**config.mk**
```make
export PLATFORM = sky130hd
export DESIGN_NAME = leitor_fila
export DESIGN_NICKNAME = d
export VERILOG_FILES = /design/src/rtl/leitor_fila.sv
export SDC_FILE = /design/constraint.sdc
export NUM_CORES = 1
export LEC_CHECK = 0
export CORE_UTILIZATION = 52
export CTS_CLUSTER_SIZE = 30
export DETAILED_ROUTE_END_ITERATION = 12
export PLACE_DENSITY = 0.83
export RECOVER_POWER = 25
export SLEW_MARGIN = 20
export SYNTH_ARGS = -nofsm -noshare
export SYNTH_HDL_FRONTEND = slang
export SYNTH_SLANG_ARGS = --single-unit
```
**constraint.sdc**
```tcl
create_clock -name clk_10KHz -period 4.75 [get_ports clk_10KHz]
set_clock_uncertainty 0.15 [all_clocks]
set_input_delay 0.95 -clock clk_10KHz [delete_from_list [all_inputs] [get_ports clk_10KHz]]
set_output_delay 0.95 -clock clk_10KHz [all_outputs]
set_load 0.02 [all_outputs]
```
**src/rtl/leitor_fila.sv**
```systemverilog
// leitor_fila: drain-side controller for the 8-bit byte queue.
// Pops one byte at a time and shifts it out bit by bit over a valid/ready serial line.
module leitor_fila #(
  parameter logic MSB_FIRST = 1'b1
) (
  input  logic       clk_10KHz,
  input  logic       reset,
  input  logic [2:0] len_in,
  input  logic [7:0] data_in,
  input  logic       ready_in,
  output logic       dequeue_out,
  output logic       serial_out,
  output logic       valid_out,
  output logic       byte_done_out,
  output logic       busy_out,
  output logic [7:0] count_out
);

  // state | meaning
  // IDLE  | waiting for a non-empty queue (len_in != 0)
  // POP   | single-cycle dequeue request to the queue
  // WAIT  | queue output settling; shift register loads on exit
  // SHIFT | presenting one bit per accepted handshake
  // DONE  | byte_done pulse; count_out already holds the new total
  typedef enum logic [2:0] {
    IDLE  = 3'd0,
    POP   = 3'd1,
    WAIT  = 3'd2,
    SHIFT = 3'd3,
    DONE  = 3'd4
  } state_t;

  state_t     state;
  state_t     state_nxt;
  logic [7:0] shift_reg;
  logic [2:0] bit_cnt;
  logic       accept;

  assign accept = (state == SHIFT) && ready_in;

  always_ff @(posedge clk_10KHz) begin
    if (reset) begin
      state     <= IDLE;
      shift_reg <= 8'd0;
      bit_cnt   <= 3'd0;
      count_out <= 8'd0;
    end else begin
      state <= state_nxt;
      if (state == WAIT) begin
        shift_reg <= data_in;
        bit_cnt   <= 3'd0;
      end else if (accept) begin
        shift_reg <= MSB_FIRST ? {shift_reg[6:0], 1'b0} : {1'b0, shift_reg[7:1]};
        bit_cnt   <= bit_cnt + 3'd1;
        if (bit_cnt == 3'd7) begin
          count_out <= count_out + 8'd1;
        end
      end
    end
  end

  // Outputs decode the registered state only, so ready_in/len_in never reach a port.
  always_comb begin
    state_nxt     = state;
    dequeue_out   = 1'b0;
    valid_out     = 1'b0;
    serial_out    = 1'b1;
    byte_done_out = 1'b0;
    busy_out      = 1'b1;
    unique case (state)
      IDLE: begin
        busy_out = 1'b0;
        if (len_in != 3'd0) begin
          state_nxt = POP;
        end
      end
      POP: begin
        dequeue_out = 1'b1;
        state_nxt   = WAIT;
      end
      WAIT: begin
        state_nxt = SHIFT;
      end
      SHIFT: begin
        valid_out  = 1'b1;
        serial_out = MSB_FIRST ? shift_reg[7] : shift_reg[0];
        if (accept && (bit_cnt == 3'd7)) begin
          state_nxt = DONE;
        end
      end
      DONE: begin
        byte_done_out = 1'b1;
        state_nxt     = IDLE;
      end
      default: begin
        state_nxt = IDLE;
      end
    endcase
  end

endmodule

```
==> results of run 1 <==
## kinds of logic (layout without fill, tap and decap cells)
family	after synthesis	count (layout)
xor gates and xnor gates	1	1
AOI/OAI and AO/OA	21	21
and+or+nand+nor	55	55
buffers and inverters	12	33
adders and majority gates	3	3
DFF	22	22
muxes	7	7
## routing by layer
layer  vias up  global-route usage (%)  share of wire (%)
met2        19                    36.5                 51
met5         -                       0                  0
met1       455                    27.1                 46
li1        475                       -                  -
met3         2                    3.33                2.6
met4         0                    6.67               0.42
## report_power, final
| group | internal [W] | switching, W | leakage (nW) |
|---|---|---|---|
| clock | 0.0000467 | 0.0000549 | 0.0210 |
| sequential | 0.000192 | 0.00000636 | 0.179 |
| combinational | 0.0000250 | 0.0000251 | 0.282 |
| total | 0.000263 | 0.0000864 | 0.482 |
## cell usage in the layout, fill, tap and decap left out
cell type / Yosys / routed
nand4b_1: 0 / 1
clkdlybuf4s50_1: 0 / 25
nor2_1: 10 / 10
dlygate4sd3_1: 0 / 1
a2111oi_0: 1 / 1
nor3b_2: 1 / 1
mux2i_1: 2 / 2
nor2b_1: 5 / 5
a21oi_1: 7 / 7
clkbuf_4: 0 / 3
dfxtp_1: 22 / 22
a22oi_1: 3 / 3
xnor2_1: 1 / 1
ha_1: 3 / 3
nand4_1: 2 / 2
a311oi_2: 4 / 4
o41ai_1: 1 / 1
nor3_1: 7 / 7
nor4_1: 1 / 1
or3b_1: 1 / 1
inv_1: 3 / 3
clkbuf_8: 0 / 1
nand2_1: 12 / 12
nand3_1: 7 / 7
and4b_1: 1 / 1
o21ai_0: 4 / 4
nor4_2: 1 / 1
or2_2: 1 / 1
nand3b_1: 1 / 1
mux2_1: 5 / 5
a211oi_1: 1 / 1
or3_1: 3 / 3
and2_1: 1 / 1
## path summary, 6_finish.rpt
check,from,to,slack (ns),cells after the start
hold reg to reg,shift_reg[3]$_SDFFE_PP0P_,shift_reg[3]$_SDFFE_PP0P_,0.33,2
setup reg to reg,state[1]$_SDFFE_PP0P_,count_out[7]$_SDFFE_PP0P_,2.56,3
setup / recovery,state[1]$_SDFFE_PP0P_,serial_out,1.84,3
hold / removal,shift_reg[3]$_SDFFE_PP0P_,shift_reg[3]$_SDFFE_PP0P_,0.33,2
## stage by stage
step	std cells	total power [W]	setup slack [ns]	hold slack [ns]	utilization (%)
finish	169	0.000350	1.84	0.330	68.7
global route	169	0.000367	1.76	0.355	68.7
CTS	169	0.000353	1.79	0.334	69.4
detailed placement	165	0.000253	1.90	0.317	67.6
global placement	165	0.000251	2.00	0.307	67.6
floorplan	121	0.000235	2.68	0.298	-
## worst max-delay path, stage by stage, from the launching register on
cell	delay [ns]
dfxtp_1	0.49
nand3b_1	0.17
or2_2	0.31
clkdlybuf4s50_1	0.54
## final cells by class
class / instances / area, um2 / share of cell area [%]
Clock buffer: 4 / 36.3 / 2.67
Inverter: 3 / 11.3 / 0.827
Multi-Input combinational cell: 87 / 579 / 42.6
Tap cell: 27 / 33.8 / 2.48
Timing Repair Buffer: 26 / 260 / 19.1
Sequential cell: 22 / 440 / 32.4
==> metrics.md, run 1 <==
| Metric | Value |
|---|---|
| Register area share after synthesis | about 40% |
| Largest family of logic cells by synthesized area | simple AND/OR/NAND/NOR gates |
| Std cell rows | 16 |
| CTS tree | built |
| Worst-margin pin slew | 1.02 ns |
| WS Path Type | flop to primary output |
| Top cells by area, synth | dfxtp_1 (40%), a311oi_2 (5.4%), mux2_1 (5.1%) |
| Post-synthesis cell area | between 1000 and 1500 um2 |
| Resized Gates After CTS | 0 |
| DIE AREA | between 2000 and 2500 um2 |
| Period utilization | approximately three fifths |
| Gr ovfl total | 0 |
| Fill count | around 160 |
| Setup TNS | 0 ns |
| Layout cell share with drive strength beyond 1 | 7.75% |
| Antenna Violating Nets Remaining | 0 |
| Ant. Diodes | 0 |
| Final-report setup violation count | 0 |
| Routed WL | 2160 um |
| Pins Over Slew Limit | 0 |
| Dominant cell type by area after synthesis | dfxtp_1 |
| Tightest Hold Check Type | flop to flop |
| Finished Cell Area | ~1400 um2 |
| Core Region | 1980 um2 |
| Drt initial violations | 16 |
| Netlist cell types | 33 |
| Leak | between 0.4 and 0.5 nW |
| DR WL/cell | approximately 13 um |
| Syn avg cell area | roughly 9.2 um2 |
| Tmin final | 2.91 ns |
| Fin. Hold Viols | 0 |
| DRC | 0 |
| CP Max Fanout | 10 |
| Initial Util | 56.2% |
| Mux share of post-synthesis cell area | ~7% |
| Outcome | finished clean |
| WP data required | around 3.7 ns |
| Most used DFF post-synth | dfxtp_1 |
| Routed vias/inst | 5.63 |
| Die H | slightly below 50 um |
| Synthesized instance count | roughly 120 |
| Clk sinks | 22 |
| Setup bufs post-CTS | 0 |
| TritonRoute pass-1 iters | 4 |
| IO Pins | 27 |
| Max frequency | around 340 MHz |
| Adder-cell area share of the yosys netlist | ~3.4% |
| Unrepaired setup endpoints after global routing | false |
| Final HPWL DP | approximately 1600 um |
| Global-route wire length before repair | approximately 3500 um |
| CTS Buffer Depth | 2 |
| Port bufs | 26 |
| TritonCTS buffer count | 3 |
| H-tree depth reported by CTS | 1 |
| Power per cell area | 257 nW/um2 |
| Nets | 160 |
| Yosys reg bits | 22 |
| Hold buffers post-CTS | 0 |
| Post-synth top area share | between 30 and 40% |
| CP arrival | approximately 1.8 ns |
| Synth Net Count | 138 |
| Slew margin rel. | 31.5% |
| Root Driver | clkbuf_4 |
| CP endpoint kind | primary output |
| DP Area | between 1000 and 1500 um2 |
| Post-synthesis compound-gate area fraction | 14.6% |
| Worst setup SP type | flop |
| Number of synthesized flops with an enable pin | 0 |
| Vias in the first global route | approximately 830 |
| P&R area growth vs syn | 22.2% |
| Xor/xnor share of the synthesized area | less than 1% |
| Worst-path clk slew | 0.12 ns |
| Post-synthesis async set-or-reset flop share | 0% |
| Post-synthesis simple-gate area fraction | 27.8% |
| Synth warn | 0 |
| Clk_lat worst skew | about 0.30 ns |
| Most common cell in the synthesized netlist | dfxtp_1 |
| DIE WIDTH | around 48 um |
| Largest net degree at the start of global routing | 28 |
| Commonest cells post-synth | dfxtp_1 (22), nand2_1 (12), nor2_1 (10) |
| Vias | about 950 |
| MaxCap Viol Count | 0 |
| Initial antenna violation count | 0 |
| Placer congestion estimate | approximately 0.72 |
| GRT Resource Usage Total | a little over a fifth |
| VDD IR-drop max | 189 uV |
Note: power is estimated with default switching activity, not from simulation.
==> run 2, diff against run 1 <==
--- a/config.mk
+++ b/config.mk
@@ -5,10 +5,10 @@
 export SDC_FILE = /design/constraint.sdc
 export NUM_CORES = 1
 export LEC_CHECK = 0
-export CORE_UTILIZATION = 52
+export CORE_UTILIZATION = 43
 export CTS_CLUSTER_SIZE = 30
 export DETAILED_ROUTE_END_ITERATION = 12
-export PLACE_DENSITY = 0.83
+export PLACE_DENSITY = 0.74
 export RECOVER_POWER = 25
 export SLEW_MARGIN = 20
 export SYNTH_ARGS = -nofsm -noshare
==> constraint.sdc (replaced) <==
create_clock -name clk_10KHz -period 2.4 [get_ports clk_10KHz]
set_clock_uncertainty 0.15 [all_clocks]
set_input_delay 0.48 -clock clk_10KHz [delete_from_list [all_inputs] [get_ports clk_10KHz]]
set_output_delay 0.48 -clock clk_10KHz [all_outputs]
set_load 0.02 [all_outputs]
==> run 2 against run 1 <==
Net effect: global-route usage is 2.5 points lower; combinational power up 110%; total power rose by 120%; wire length up 7.6%; final cell count is 4.7% higher; non-clock buffer count up 5; sequential power up 97%; setup slack lost 1.7 ns; largest cell class unchanged; highest routed layer unchanged.
==> metrics.md, run 2 (synthesis results as in run 1) <==
| Metric | Value |
|---|---|
| Die H | 52.9 um (+9.6%) |
| RR Startpoint | bit_cnt[0]$_SDFFE_PP0P_ |
| CP bufs+invs | 2 (+1) |
| Setup TNS | 0 ns (unchanged) |
| Unrepaired setup endpoints after global routing | false |
| Storage element area | 442 um2 (+0.28%) |
| Worst setup SP type | flop |
| Layout cell share with drive strength beyond 1 | 10.9% (+3.1 points) |
| Reg2reg end | count_out[7]$_SDFFE_PP0P_ |
| IO Pins | 27 (unchanged) |
| Final setup margin | 0.0953 ns (-1.75 ns) |
| DRC | 0 (unchanged) |
| Std cell rows | 18 (+2) |
| VDD IR-drop max | 368 uV (+95%) |
| Core Region | 2450 um2 (+24%) |
| Final HPWL DP | 1690 um (+6.6%) |
| Worst path cell trace | buf_4 -> or3_1 -> clkdlybuf4s50_1 |
| Crit. path cell count | 3 (unchanged) |
| Crit-path max cell delay | 0.54 ns (about the same) |
| MaxCap Viol Count | 0 (unchanged) |
| Slew margin rel. | 57.1% (+26 points) |
| Outcome | finished clean |
| Worst Reg-to-Reg Cells | 5 (+2) |
| H-tree depth reported by CTS | 1 (unchanged) |
| Routed WL | 2320 um (+7.6%) |
| GRT Resource Usage Total | 18.7% (-2.5 points) |
| Fill count | 241 (+54%) |
| WP data required | 1.77 ns (-1.88 ns) |
| TritonRoute pass-1 iters | 4 (unchanged) |
| Commonest non-fill, non-tap cell in the layout | clkdlybuf4s50_1 |
| Routed vias/inst | 5.51 (-2.0%) |
| Multi-input gate area in the final layout | 594 um2 (+2.6%) |
| Vias in the first global route | 874 (+4.9%) |
| Clk_lat worst skew | 0.32 ns (+0.02 ns) |
| Hold buffers post-CTS | 0 (unchanged) |
| WS Path Type | flop to primary output |
| Pins Over Slew Limit | 0 (unchanged) |
| DR WL/cell | 13.1 um (+2.7%) |
| R2r setup slk | 0.51 ns (-2.05 ns) |
| Setup bufs post-CTS | 0 (unchanged) |
| Most frequent cells in the layout | clkdlybuf4s50_1 (24), dfxtp_1 (21), nand2_1 (12) |
| Drt initial violations | 10 (-6) |
| Slowest CP cell | clkdlybuf4s50_1 |
| Nets | 165 (+3.1%) |
| DIE WIDTH | 52.9 um (+9.6%) |
| CTS Buffer Depth | 2 (unchanged) |
| CP Max Fanout | 9 (-1) |
| Largest net degree at the start of global routing | 18 (-36%) |
| Initial Util | 45.4% (-11 points) |
| Worst slack at placement | 0.271 ns (-1.63 ns) |
| Critical path capture point | busy_out |
| Period utilization | about 96% |
| Final-report setup violation count | 0 (unchanged) |
| CP delay by family, top | buffers and inverters |
| Gr ovfl total | 0 (unchanged) |
| Leak | 0.523 nW (+8.5%) |
| Tightest Hold Check Type | flop to flop |
| Worst-path clk slew | 0.12 ns (about the same) |
| Antenna Violating Nets Remaining | 0 (unchanged) |
| Vias | 976 (+2.6%) |
| Placer congestion estimate | 0.714 (-0.35%) |
| Resized Gates After CTS | 2 (+2) |
| CTS tree | built |
| Worst-margin pin slew | 0.641 ns (-0.384 ns) |
| Ant. Diodes | 0 (unchanged) |
| Root Driver | clkbuf_4 |
| Max frequency | between 400 and 500 MHz |
| Global-route wire length before repair | 3720 um (+6.7%) |
| Initial antenna violation count | 0 (unchanged) |
| Min-Delay Startpoint | shift_reg[0]$_SDFFE_PP0P_ |
| Fin. Hold Viols | 0 (unchanged) |
| DIE AREA | 2800 um2 (+20%) |
| Crit. Startpoint | state[1]$_SDFFE_PP0P_ |
| Tmin final | 2.30 ns |
| CP arrival | 1.67 ns (-0.14 ns) |
| Power per cell area | 550 nW/um2 (+110%) |
| P&R area growth vs syn | 28.1% |
| TritonCTS buffer count | 3 (unchanged) |
| CP endpoint kind | primary output |
| Clk sinks | 22 (unchanged) |
| Utilization after layout | 58.1% (-11 points) |
| Port bufs | 26 (unchanged) |
run 2: changes by cell type in the layout (fill, tap and decap cells not counted), sizes merged:
cell / before / now
buf: 0 / 3
bufinv: 0 / 1
clkbuf: 4 / 5
clkdlybuf4s50: 25 / 24
dlygate4sd2: 0 / 1
run 2: worst min-delay path by stage:
stage | to | cells past startpoint | slack [ns]
final | shift_reg[0]$_SDFFE_PP0P_ | 2 | 0.33
after global routing | shift_reg[0]$_SDFFE_PP0P_ | 2 | 0.36
after CTS | shift_reg[0]$_SDFFE_PP0P_ | 2 | 0.33
after detailed placement | shift_reg[0]$_SDFFE_PP0P_ | 2 | 0.31
after global placement | shift_reg[3]$_SDFFE_PP0P_ | 2 | 0.31
after floorplan | shift_reg[3]$_SDFFE_PP0P_ | 2 | 0.30
run 2: power by group:
| group | internal (W) | total [W] | leakage [nW] | switching [W] |
|---|---|---|---|---|
| sequential | 0.000380 | 0.000390 | 0.179 | 0.0000107 |
| combinational | 0.0000532 | 0.000107 | 0.316 | 0.0000541 |
| clock | 0.000169 | 0.000287 | 0.0279 | 0.000118 |
| total | 0.000602 | 0.000784 | 0.523 | 0.000182 |
run 2: area by class of cell:
type | instances | area share [%]
Inverter | 3 | 0.789
Sequential cell | 22 | 31.0
Clock buffer | 3 | 1.58
Tap cell | 30 | 2.63
Timing Repair Buffer | 31 | 20.3
Multi-Input combinational cell | 87 | 41.7
Clock inverter | 1 | 2.11
run 2: worst register-to-register path, delay by kind of cell, from the launching register on:
family	cells	cell delay [ns]
AND/OR/NAND/NOR	2	0.49
adder cells (fa/ha/maj)	2	0.43
flip-flops	1	0.38
multiplexers	1	0.34
run 2: metrics by stage:
stage | hold WS [ns] | power (W) | instance area, um2 | cells
2_1_floorplan | 0.298 | 0.000465 | 1110 | 121
3_3_place_gp | 0.308 | 0.000504 | 1380 | 173
3_5_place_dp | 0.315 | 0.000507 | 1380 | 173
4_1_cts | 0.333 | 0.000795 | 1430 | 177
5_1_grt | 0.363 | 0.000818 | 1430 | 177
6_report | 0.330 | 0.000784 | 1430 | 177
run 2: per-layer routing:
layer | GRT usage (%) | up-vias | wire (um)
li1 | - | 485 | -
met4 | 10.5 | 0 | 25
met5 | 0 | - | 0
met1 | 21.0 | 466 | 1020
met3 | 3.45 | 2 | 96
met2 | 32.7 | 23 | 1180
